[config.mk]
export PLATFORM = sky130hd
export DESIGN_NAME = atm_txn_arbiter_flat
export DESIGN_NICKNAME = d
export VERILOG_FILES = /design/src/rtl/atm_pkg.sv /design/src/rtl/atm_txn_arbiter_if.sv /design/src/rtl/atm_rr_picker.sv /design/src/rtl/atm_txn_arbiter.sv /design/src/flat_wrapper.sv
export SDC_FILE = /design/constraint.sdc
export NUM_CORES = 1
export LEC_CHECK = 0
export ABC_CLOCK_PERIOD_IN_PS = 3400
export CAP_MARGIN = 20
export CORE_AREA = 2 2 115 117
export DETAILED_ROUTE_END_ITERATION = 12
export DIE_AREA = 0 0 117 119
export GPL_ROUTABILITY_DRIVEN = 0
export PLACE_DENSITY = 0.87
export SLEW_MARGIN = 40
export SYNTH_ARGS = -nofsm -noshare
export SYNTH_HDL_FRONTEND = slang
export SYNTH_SLANG_ARGS = --single-unit
[constraint.sdc]
create_clock -name clk -period 3.4 [get_ports clk]
set_input_delay 0.68 -clock clk [delete_from_list [all_inputs] [get_ports clk]]
set_output_delay 0.68 -clock clk [all_outputs]
set_load 0.005 [all_outputs]
[src/rtl/atm_pkg.sv]
// Shared definitions for the ATM transaction arbiter and its round-robin picker:
// field widths, operation codes, core state encodings and the arbiter state enum.
package atm_pkg;

  localparam int unsigned OP_W   = 3;
  localparam int unsigned ACC_W  = 4;
  localparam int unsigned DATA_W = 14;

  localparam logic [OP_W-1:0] OP_BALANCE    = 3'd1;
  localparam logic [OP_W-1:0] OP_DEPOSIT    = 3'd2;
  localparam logic [OP_W-1:0] OP_WITHDRAW   = 3'd3;
  localparam logic [OP_W-1:0] OP_CHANGE_PIN = 3'd4;

  localparam logic [2:0] CORE_IDLE   = 3'd0;
  localparam logic [2:0] CORE_AUTH   = 3'd1;
  localparam logic [2:0] CORE_EXEC   = 3'd2;
  localparam logic [2:0] CORE_RESULT = 3'd3;

  typedef enum logic [1:0] {
    ST_IDLE,
    ST_LAUNCH,
    ST_RUN,
    ST_DONE
  } arb_state_e;

endpackage

[src/rtl/atm_txn_arbiter_if.sv]
// Requester-side bundle of the ATM transaction arbiter: packed request fields in,
// grant / response pulses and held results out.
interface atm_txn_arbiter_if
  import atm_pkg::*;
#(
  parameter int unsigned NUM_REQ = 4
);

  logic [NUM_REQ-1:0]        req;
  logic [OP_W*NUM_REQ-1:0]   req_op;
  logic [ACC_W*NUM_REQ-1:0]  req_acc;
  logic [DATA_W*NUM_REQ-1:0] req_pin;
  logic [DATA_W*NUM_REQ-1:0] req_new_pin;
  logic [DATA_W*NUM_REQ-1:0] req_amount;
  logic [NUM_REQ-1:0]        req_lang;
  logic [NUM_REQ-1:0]        gnt;
  logic [NUM_REQ-1:0]        resp_valid;
  logic [DATA_W-1:0]         resp_balance;
  logic                      resp_success;
  logic                      resp_timeout;
  logic                      busy;

  modport master (
    output req, req_op, req_acc, req_pin, req_new_pin, req_amount, req_lang,
    input  gnt, resp_valid, resp_balance, resp_success, resp_timeout, busy
  );

  modport slave (
    input  req, req_op, req_acc, req_pin, req_new_pin, req_amount, req_lang,
    output gnt, resp_valid, resp_balance, resp_success, resp_timeout, busy
  );

endinterface

[src/rtl/atm_rr_picker.sv]
// Combinational round-robin winner selection starting at ptr, wrapping modulo NUM_REQ.
// With ATM_ARB_PRIO0_EN defined, requester 0 overrides the rotation whenever it asks.
module atm_rr_picker #(
  parameter int unsigned NUM_REQ = 4
) (
  input  logic [NUM_REQ-1:0]         req,
  input  logic [$clog2(NUM_REQ)-1:0] ptr,
  output logic [NUM_REQ-1:0]         win_oh,
  output logic [$clog2(NUM_REQ)-1:0] win_idx,
  output logic                       win_vld
);

  localparam int unsigned IDX_W = $clog2(NUM_REQ);

  logic [NUM_REQ-1:0] cand;
  logic               found;

  always_comb begin
    cand    = req;
    found   = 1'b0;
    win_idx = '0;
    win_oh  = '0;
`ifdef ATM_ARB_PRIO0_EN
    if (req[0]) begin
      found = 1'b1;
    end
    cand[0] = 1'b0;
`endif
    // Wrap search split into two constant-index passes: [ptr..N-1] then [0..ptr-1].
    for (int unsigned i = 0; i < NUM_REQ; i++) begin
      if (!found && cand[i] && (IDX_W'(i) >= ptr)) begin
        found   = 1'b1;
        win_idx = IDX_W'(i);
      end
    end
    for (int unsigned i = 0; i < NUM_REQ; i++) begin
      if (!found && cand[i] && (IDX_W'(i) < ptr)) begin
        found   = 1'b1;
        win_idx = IDX_W'(i);
      end
    end
    for (int unsigned i = 0; i < NUM_REQ; i++) begin
      if (found && (win_idx == IDX_W'(i))) begin
        win_oh[i] = 1'b1;
      end
    end
    win_vld = found;
  end

endmodule

[src/rtl/atm_txn_arbiter.sv]
// Shares one ATM core among NUM_REQ requesters: latch winner's fields, run the core,
// return balance/success or a timeout. Optional macro ATM_ARB_PRIO0_EN gives requester 0 priority.
module atm_txn_arbiter
  import atm_pkg::*;
#(
  parameter int unsigned NUM_REQ    = 4,
  parameter int unsigned MIN_CYCLES = 2,
  parameter int unsigned MAX_CYCLES = 15,
  parameter logic [2:0]  IDLE_CODE  = CORE_IDLE
) (
  input  logic              clk,
  input  logic              rst,
  atm_txn_arbiter_if.slave  req_if,
  output logic              core_rst,
  output logic [OP_W-1:0]   core_operation,
  output logic [ACC_W-1:0]  core_acc_num,
  output logic [DATA_W-1:0] core_pin,
  output logic [DATA_W-1:0] core_new_pin,
  output logic [DATA_W-1:0] core_amount,
  output logic              core_language,
  input  logic [DATA_W-1:0] core_balance,
  input  logic              core_success,
  input  logic [2:0]        core_state
);

  localparam int unsigned IDX_W   = $clog2(NUM_REQ);
  localparam int unsigned TIMER_W = $clog2(MAX_CYCLES + 1);
  localparam logic [IDX_W-1:0]   LAST_IDX = IDX_W'(NUM_REQ - 1);
  localparam logic [TIMER_W-1:0] MIN_T    = TIMER_W'(MIN_CYCLES);
  localparam logic [TIMER_W-1:0] MAX_T    = TIMER_W'(MAX_CYCLES);

  arb_state_e          state_q, state_d;
  logic [IDX_W-1:0]    ptr_q, ptr_d;
  logic [IDX_W-1:0]    win_idx_q, win_idx_d;
  logic [NUM_REQ-1:0]  win_oh_q, win_oh_d;
  logic [TIMER_W-1:0]  timer_q, timer_d;
  logic [NUM_REQ-1:0]  gnt_q, gnt_d;
  logic [NUM_REQ-1:0]  resp_valid_q, resp_valid_d;
  logic [DATA_W-1:0]   resp_balance_q, resp_balance_d;
  logic                resp_success_q, resp_success_d;
  logic                resp_timeout_q, resp_timeout_d;
  logic                busy_q, busy_d;
  logic                core_rst_q, core_rst_d;
  logic [OP_W-1:0]     core_op_q, core_op_d;
  logic [ACC_W-1:0]    core_acc_q, core_acc_d;
  logic [DATA_W-1:0]   core_pin_q, core_pin_d;
  logic [DATA_W-1:0]   core_new_pin_q, core_new_pin_d;
  logic [DATA_W-1:0]   core_amount_q, core_amount_d;
  logic                core_lang_q, core_lang_d;

  logic [NUM_REQ-1:0]  pick_oh;
  logic [IDX_W-1:0]    pick_idx;
  logic                pick_vld;
  logic                complete;
  logic                expired;

  atm_rr_picker #(.NUM_REQ(NUM_REQ)) u_picker (
    .req     (req_if.req),
    .ptr     (ptr_q),
    .win_oh  (pick_oh),
    .win_idx (pick_idx),
    .win_vld (pick_vld)
  );

  always_comb begin
    state_d        = state_q;
    ptr_d          = ptr_q;
    win_idx_d      = win_idx_q;
    win_oh_d       = win_oh_q;
    timer_d        = timer_q;
    gnt_d          = '0;
    resp_valid_d   = '0;
    resp_balance_d = resp_balance_q;
    resp_success_d = resp_success_q;
    resp_timeout_d = resp_timeout_q;
    core_op_d      = core_op_q;
    core_acc_d     = core_acc_q;
    core_pin_d     = core_pin_q;
    core_new_pin_d = core_new_pin_q;
    core_amount_d  = core_amount_q;
    core_lang_d    = core_lang_q;
    complete       = (timer_q >= MIN_T) && (core_state == IDLE_CODE);
    expired        = (timer_q == MAX_T);

    unique case (state_q)
      ST_IDLE: begin
        if (pick_vld) begin
          win_idx_d = pick_idx;
          win_oh_d  = pick_oh;
          gnt_d     = pick_oh;
          for (int unsigned i = 0; i < NUM_REQ; i++) begin
            if (pick_oh[i]) begin
              core_op_d      = req_if.req_op[i*OP_W +: OP_W];
              core_acc_d     = req_if.req_acc[i*ACC_W +: ACC_W];
              core_pin_d     = req_if.req_pin[i*DATA_W +: DATA_W];
              core_new_pin_d = req_if.req_new_pin[i*DATA_W +: DATA_W];
              core_amount_d  = req_if.req_amount[i*DATA_W +: DATA_W];
              core_lang_d    = req_if.req_lang[i];
            end
          end
          state_d = ST_LAUNCH;
        end
      end
      ST_LAUNCH: begin
        timer_d = '0;
        state_d = ST_RUN;
      end
      ST_RUN: begin
        timer_d = timer_q + 1'b1;
        // Results are registered on the RUN->DONE edge so resp_valid is visible during DONE,
        // while the core is still out of reset and its outputs are meaningful.
        if (complete || expired) begin
          resp_balance_d = core_balance;
          resp_success_d = complete ? core_success : 1'b0;
          resp_timeout_d = !complete;
          resp_valid_d   = win_oh_q;
          state_d        = ST_DONE;
        end
      end
      ST_DONE: begin
`ifdef ATM_ARB_PRIO0_EN
        if (win_idx_q != '0) begin
          ptr_d = (win_idx_q == LAST_IDX) ? '0 : win_idx_q + 1'b1;
        end
`else
        ptr_d = (win_idx_q == LAST_IDX) ? '0 : win_idx_q + 1'b1;
`endif
        state_d = ST_IDLE;
      end
      default: state_d = ST_IDLE;
    endcase

    core_rst_d = (state_d == ST_IDLE) || (state_d == ST_DONE);
    busy_d     = (state_d != ST_IDLE);
  end

  always_ff @(posedge clk) begin
    if (rst) begin
      state_q        <= ST_IDLE;
      ptr_q          <= '0;
      win_idx_q      <= '0;
      win_oh_q       <= '0;
      timer_q        <= '0;
      gnt_q          <= '0;
      resp_valid_q   <= '0;
      resp_balance_q <= '0;
      resp_success_q <= 1'b0;
      resp_timeout_q <= 1'b0;
      busy_q         <= 1'b0;
      core_rst_q     <= 1'b1;
      core_op_q      <= '0;
      core_acc_q     <= '0;
      core_pin_q     <= '0;
      core_new_pin_q <= '0;
      core_amount_q  <= '0;
      core_lang_q    <= 1'b0;
    end else begin
      state_q        <= state_d;
      ptr_q          <= ptr_d;
      win_idx_q      <= win_idx_d;
      win_oh_q       <= win_oh_d;
      timer_q        <= timer_d;
      gnt_q          <= gnt_d;
      resp_valid_q   <= resp_valid_d;
      resp_balance_q <= resp_balance_d;
      resp_success_q <= resp_success_d;
      resp_timeout_q <= resp_timeout_d;
      busy_q         <= busy_d;
      core_rst_q     <= core_rst_d;
      core_op_q      <= core_op_d;
      core_acc_q     <= core_acc_d;
      core_pin_q     <= core_pin_d;
      core_new_pin_q <= core_new_pin_d;
      core_amount_q  <= core_amount_d;
      core_lang_q    <= core_lang_d;
    end
  end

  assign req_if.gnt          = gnt_q;
  assign req_if.resp_valid   = resp_valid_q;
  assign req_if.resp_balance = resp_balance_q;
  assign req_if.resp_success = resp_success_q;
  assign req_if.resp_timeout = resp_timeout_q;
  assign req_if.busy         = busy_q;

  assign core_rst       = core_rst_q;
  assign core_operation = core_op_q;
  assign core_acc_num   = core_acc_q;
  assign core_pin       = core_pin_q;
  assign core_new_pin   = core_new_pin_q;
  assign core_amount    = core_amount_q;
  assign core_language  = core_lang_q;

endmodule

[src/flat_wrapper.sv]
// flat-port wrapper written by rule: the top's interface ports become plain ports
module atm_txn_arbiter_flat import atm_pkg::*;
#(
  parameter int unsigned NUM_REQ    = 4,
  parameter int unsigned MIN_CYCLES = 2,
  parameter int unsigned MAX_CYCLES = 15,
  parameter logic [2:0]  IDLE_CODE  = CORE_IDLE
)
  (clk, rst, core_rst, core_operation, core_acc_num, core_pin, core_new_pin, core_amount, core_language, core_balance, core_success, core_state, req_if_req, req_if_req_op, req_if_req_acc, req_if_req_pin, req_if_req_new_pin, req_if_req_amount, req_if_req_lang, req_if_gnt, req_if_resp_valid, req_if_resp_balance, req_if_resp_success, req_if_resp_timeout, req_if_busy);
  atm_txn_arbiter_if #(.NUM_REQ(NUM_REQ)) req_if_i ();
  input  logic clk;
  input  logic rst;
  output logic core_rst;
  output logic [OP_W-1:0] core_operation;
  output logic [ACC_W-1:0] core_acc_num;
  output logic [DATA_W-1:0] core_pin;
  output logic [DATA_W-1:0] core_new_pin;
  output logic [DATA_W-1:0] core_amount;
  output logic core_language;
  input  logic [DATA_W-1:0] core_balance;
  input  logic core_success;
  input  logic [2:0] core_state;
  input wire logic [$bits(req_if_i.req)-1:0] req_if_req;
  input wire logic [$bits(req_if_i.req_op)-1:0] req_if_req_op;
  input wire logic [$bits(req_if_i.req_acc)-1:0] req_if_req_acc;
  input wire logic [$bits(req_if_i.req_pin)-1:0] req_if_req_pin;
  input wire logic [$bits(req_if_i.req_new_pin)-1:0] req_if_req_new_pin;
  input wire logic [$bits(req_if_i.req_amount)-1:0] req_if_req_amount;
  input wire logic [$bits(req_if_i.req_lang)-1:0] req_if_req_lang;
  output wire logic [$bits(req_if_i.gnt)-1:0] req_if_gnt;
  output wire logic [$bits(req_if_i.resp_valid)-1:0] req_if_resp_valid;
  output wire logic [$bits(req_if_i.resp_balance)-1:0] req_if_resp_balance;
  output wire logic [$bits(req_if_i.resp_success)-1:0] req_if_resp_success;
  output wire logic [$bits(req_if_i.resp_timeout)-1:0] req_if_resp_timeout;
  output wire logic [$bits(req_if_i.busy)-1:0] req_if_busy;
  assign req_if_i.req = req_if_req;
  assign req_if_i.req_op = req_if_req_op;
  assign req_if_i.req_acc = req_if_req_acc;
  assign req_if_i.req_pin = req_if_req_pin;
  assign req_if_i.req_new_pin = req_if_req_new_pin;
  assign req_if_i.req_amount = req_if_req_amount;
  assign req_if_i.req_lang = req_if_req_lang;
  assign req_if_gnt = req_if_i.gnt;
  assign req_if_resp_valid = req_if_i.resp_valid;
  assign req_if_resp_balance = req_if_i.resp_balance;
  assign req_if_resp_success = req_if_i.resp_success;
  assign req_if_resp_timeout = req_if_i.resp_timeout;
  assign req_if_busy = req_if_i.busy;
  atm_txn_arbiter #(.NUM_REQ(NUM_REQ), .MIN_CYCLES(MIN_CYCLES), .MAX_CYCLES(MAX_CYCLES), .IDLE_CODE(IDLE_CODE)) u_core (.clk(clk), .rst(rst), .req_if(req_if_i), .core_rst(core_rst), .core_operation(core_operation), .core_acc_num(core_acc_num), .core_pin(core_pin), .core_new_pin(core_new_pin), .core_amount(core_amount), .core_language(core_language), .core_balance(core_balance), .core_success(core_success), .core_state(core_state));
endmodule
; ---- Yosys cells after proc, flatten, opt, wreduce, memory -nomap -nowiden
; Index checks and enable logic that the tools add are counted.
[totals]
register_bits = 90
out_inout_bits = 76
inputBits = 224
word_cells = 133
[op_classes]
addsub = 2
eq_ne = 9
n_lt_le_gt_ge = 9
mux = 49
bitwise_logic = 4
n_reduce_logical = 42
[op_table]
columns = cell, count
row1 = $mux W14, 12
row2 = $logic_and A1 B1 Y1, 20
row3 = $mux W1, 18
row4 = $mux W2, 9
row5 = $mux W4, 4
row6 = $eq A2 B2 Y1 const B, 6
row7 = $mux W3, 4
row8 = $logic_not A1 Y1, 8
row9 = $pmux W2 S4, 1
row10 = $pmux W4 S2, 1
row11 = $logic_not A2 Y1, 3
row12 = $reduce_or A3 Y1, 2
row13 = $add A4 B1 Y4 const B, 1
row14 = $eq A2 B1 Y1 const B, 2
row15 = $eq A4 B4 Y1 const B, 1
row16 = $ge A1 B2 Y1 const A, 2
row17 = $ge A2 B2 Y1 const A, 2
row18 = $ge A4 B2 Y1 const B, 1
row19 = $lt A1 B2 Y1 const A, 2
row20 = $lt A2 B2 Y1 const A, 2
row21 = $not A1 Y1, 4
row22 = $reduce_and A2 Y1, 2
row23 = $reduce_bool A2 Y1, 2
row24 = $reduce_bool A4 Y1, 1
row25 = 4 further kinds, 5

; ---- Longest topological paths before layout
[depth]
ltp_word = 38
ltp_mapped = 11
ltp_nobuf = 9

; ---- Hierarchy
; A second synthesis with hierarchy kept.
[unflattened]
hier_cells = 606
hier_area_um2 = 5595.4
[modules_own_cells]
columns = module, instances, cells_per_inst, area_each_um2, seq_area_each_um2
row1 = atm_txn_arbiter, 1, 573, 5356.4, 1801.7
row2 = atm_rr_picker, 1, 33, 239.0, 0.0

; ---- Worst setup path before layout
; OpenSTA, ideal clock, no wires.
[synth_path]
path_type = input port to flip-flop
startpoint = in core_state[2]
endpoint = reg u_core.core_rst_q (netlist: u_core.core_rst)
setup_ps = 116
t_arrival_ps = 2043
setup_slack_ps = 1241
cell_stages = 8
required_time_ps = 3284
n_path_buf = 1
path_cell_list = nand2b_1 > o41ai_1 > clkbuf_1 > nor2_1 > a21oi_1 > o22ai_1 > ha_1 > nand2_1
[synth_via]
elab_chain_len = 7
word_cells_on_any_way = 8
cone_classes = eq/ne (1) / mux (2) / reduce/logical (5)
[synth_lines]
columns = item, line
row1 = "start, declared", flat_wrapper.sv:22  ; input logic [2:0] core_state;
row2 = $logic_not A3 Y1 *, atm_txn_arbiter.sv:82  ; complete = (timer_q >= MIN_T) && (core_state == IDLE_CODE);
row3 = $logic_and A1 B1 Y1 *, atm_txn_arbiter.sv:82
row4 = $logic_or A1 B1 Y1 *, atm_txn_arbiter.sv:112  ; if (complete || expired) begin
row5 = $mux W2 *, atm_txn_arbiter.sv:112
row6 = $pmux W2 S4 *, atm_txn_arbiter.sv:85  ; unique case (state_q)
row7 = $eq A2 B2 Y1 or $logic_not A2 Y1 (tied branches), atm_txn_arbiter.sv:133  ; core_rst_d = (state_d == ST_IDLE) || (state_d == ST_DONE);
row8 = $logic_or A1 B1 Y1 *, atm_txn_arbiter.sv:133
row9 = "end signal, assigned", atm_txn_arbiter.sv:169  ; core_rst_q <= core_rst_d;
row10 = "end, declared", atm_txn_arbiter.sv:43  ; logic core_rst_q, core_rst_d;
; Every way passes the cells marked *; elsewhere a longest branch is shown, timed or not.
; A chain may end at the register's enable or synchronous reset.

; ---- Worst setup path after layout
[layout_path]
startpoint = in req_if_req[0]
endpoint = reg u_core.core_new_pin_q[2] (netlist: u_core.core_new_pin[2])
[layout_via]
elab_chain_len = 36
word_cells_on_any_way = 54
cone_classes = eq/ne (3) / mux (22) / reduce/logical (29)
[layout_lines]
columns = item, line
row1 = "start, declared", flat_wrapper.sv:23  ; input wire logic [$bits(req_if_i.req)-1:0] req_if_req;
row2 = $logic_and A1 B1 Y1, atm_rr_picker.sv:31  ; if (!found && cand[i] && (IDX_W'(i) >= ptr)) begin
row3 = $mux W1, atm_rr_picker.sv:31
row4 = $logic_not A1 Y1, atm_rr_picker.sv:31
row5 = $logic_and A1 B1 Y1 (2 in a row), atm_rr_picker.sv:31
row6 = $mux W1, atm_rr_picker.sv:31
row7 = $logic_not A1 Y1, atm_rr_picker.sv:31
row8 = $logic_and A1 B1 Y1 (2 in a row), atm_rr_picker.sv:31
row9 = $mux W1, atm_rr_picker.sv:31
row10 = [15 not listed], -
row11 = $mux W1, atm_rr_picker.sv:37  ; if (!found && cand[i] && (IDX_W'(i) < ptr)) begin
row12 = $logic_not A1 Y1, atm_rr_picker.sv:37
row13 = $logic_and A1 B1 Y1 (2 in a row), atm_rr_picker.sv:37
row14 = $mux W2, atm_rr_picker.sv:37
row15 = $eq A2 B1 Y1, atm_rr_picker.sv:43  ; if (found && (win_idx == IDX_W'(i))) begin
row16 = $logic_and A1 B1 Y1, atm_rr_picker.sv:43
row17 = $mux W1, atm_rr_picker.sv:43
row18 = $mux W14 (3 in a row), atm_txn_arbiter.sv:92  ; if (pick_oh[i]) begin
row19 = "end signal, assigned", atm_txn_arbiter.sv:173  ; core_new_pin_q <= core_new_pin_d;
row20 = "end, declared", atm_txn_arbiter.sv:47  ; logic [DATA_W-1:0] core_new_pin_q, core_new_pin_d;
; Several ways; a longest one is shown, not always the timed one.

==> run metrics <==
outcome=completed; CTS tree=built; routed len/inst=19.76 µm; placed cell count=a little over 900; CP Launch Type=input port; DIE AREA=between 10,000 and 15,000 µm²; final cell count without fillers=935; HPWL Detailed=13,840 µm; setup_tns=0 ns; top cells by count, synth=dfxtp_1, nor3_1, mux2i_1, a221o_1, a211oi_2; pin count of the biggest net entering global routing=around 50; Vias per Instance=5.565; synthesized instance count=~480; Starting Density=0.3665; Post-CTS Setup Inserts=0; count leader, synth=dfxtp_1; Worst Tran Pin Value=about 0.61 ns; ys async rst share=0; routed vias=between 5,000 and 6,000; area leader, netlist=dfxtp_1; total grt overflow=0; chip height=119 µm; initial antenna violation count=0; Tot Pwr=~4.3 mW; first-pass detailed-route iteration total=5; Hold-fix buffers, CTS=0; f_max=377.7 MHz; ANT nets after route=0; Root Buffer=clkbuf_16; fillcell total=about 1,000; vias in the first global route=between 5,000 and 6,000; HP Class=reg2reg; top_reg_cell synth=dfxtp_1; total power divided by cell area=about 520 nW/µm²; max cap viols=0; htree depth=3; Synthesized Nets=710; CP arrival=approximately 2.9 ns; CTS Sinks=90; average cell area after synthesis=roughly 9.9 µm²; Max IR drop VDD=about 0.00025 V; Yosys top cell area share=0.3819; clk slew on worst S/H paths=around 0.07 ns; worst rel slew slack=0.5898; Syn-to-layout area delta=72.74%; worst reg2reg path depth=8; ANT cells=0; Bufs on Longest Clock Path=2; Tmin final=~2.6 ns; Synth cell types=just over 40; final setup vio count=0; number of remaining DRC errors=0; wirelength, routed=18,470 µm; setup ws final=around 0.75 ns; yosys warns=0; number of DRC markers in iteration 0=328; post-synth design cell area=about 4700 µm²; Slew Viols, Final=0; Crit Path Category=in2reg; Area contributors post-synth=dfxtp_1, a211oi_2, mux2i_1; first-pass GRT wire length=around 28,000 µm; Final Hold Fails=0; die width=117 µm; Leakage=~3.2 nW; CTS resizes=0; I/O pins=300; nets=about 990; Yosys reg bits=90; RSZ-0062 raised after global routing=no; Min Hold Slack=about 0.45 ns; Worst Path Required=about 3.6 ns; sequential area share after synthesis=0.3819; row cnt=42; core area=roughly 13,000 µm²; total track usage=0.2556; layout cell share with drive strength beyond 1=0.1173; Worst-Skew Late Latency=between 0.3 and 0.4 ns; Place WS=0.4274 ns; number of synthesized flops with an enable pin=0; IO Port Bufs=299; worst hold path cell count=1; Setup Skew=roughly 0.0077 ns; CP max FO=33; share of the clock period used by the worst path=0.7787; CP Capture Type=flip-flop; clock buffer count from CTS=9
## cell type report
cell class	instances	area, µm²	area share
clock inverter	5	46.29	0.005680
timing repair buffer	314	3156	0.3872
multi-input combinational	328	2643	0.3242
sequential	90	1802	0.2211
inverter	11	41.29	0.005066
tap	176	220.2	0.02702
clock buffer	11	242.7	0.02978
## layer usage
layer  vias up  wire (µm)  global-route usage
li1       2387          -                   -
met1      2481       6865              0.2817
met2       285       9263              0.4476
met3        50       1630             0.06972
met4         0        711              0.1206
met5         -          0                   0
## where the power goes
group / total [mW] / internal, mW / switching, mW / leakage [nW]
Clock: 0.979 / 0.530 / 0.450 / 0.143
Combinational: 1.81 / 1.01 / 0.801 / 2.30
Sequential: 1.48 / 1.32 / 0.165 / 0.739
Total: 4.27 / 2.86 / 1.42 / 3.18
## kinds of logic (layout without fill, tap and decap cells)
logic type | Yosys count | count (layout) | synth area share
compound gates | 146 | 146 | 0.2978
fa+ha+maj | 8 | 8 | 0.02122
buf+inv | 60 | 341 | 0.06258
flops | 90 | 90 | 0.3819
mux | 52 | 52 | 0.1103
simple gates | 122 | 122 | 0.1262
## metrics by stage
step	util	cell area, µm²
4_1_cts	0.6330	8150
5_1_grt	0.6330	8150
3_5_place_dp	0.6106	7861
3_3_place_gp	0.6106	7861
6_report	0.6330	8150
2_1_floorplan	-	4718
## cell usage in the layout, fill, tap and decap left out, types with 11 or more instances in the layout
| master | instances |
|---|---|
| clkdlybuf4s50_1 | 299 |
| dfxtp_1 | 90 |
| nor3_1 | 53 |
| mux2i_1 | 52 |
| a221o_1 | 50 |
| a211oi_2 | 49 |
| nand2_1 | 36 |
| a21oi_1 | 24 |
| nor2_1 | 14 |
| inv_1 | 11 |
| buf_4 | 11 |
## worst paths after layout
kind	end	from	slack [ns]
worst max-delay path	u_core.core_new_pin[2]	req_if_req[0]	0.75
worst min-delay path	u_core.win_oh_q[2]	u_core.win_oh_q[2]	0.45
worst max register to register	u_core.req_if.resp_success	u_core.state_q[0]	1.14
worst min register to register	u_core.win_oh_q[2]	u_core.win_oh_q[2]	0.45
## critical path, stage by stage
cell and delay (ns):
clkdlybuf4s50_1 0.65, a21oi_1 0.09, o211ai_1 0.44, buf_12 0.32, mux2i_1 0.30, a211oi_2 0.10
a221o_1 0.28
## state kept, by name, summed over array words and instances (netlist names)
register / count
u_core.core_amount: 14
u_core.core_new_pin: 14
u_core.core_pin: 14
u_core.req_if.resp_balance: 14
u_core.core_acc_num: 4
u_core.req_if.gnt: 4
u_core.req_if.resp_valid: 4
u_core.timer_q: 4
u_core.win_oh_q: 4
u_core.core_operation: 3
u_core.ptr_q: 2
u_core.state_q: 2
u_core.win_idx_q: 2
u_core.core_language: 1
u_core.core_rst: 1
u_core.req_if.busy: 1
u_core.req_if.resp_success: 1
u_core.req_if.resp_timeout: 1
(Power assumes the default switching activity.)
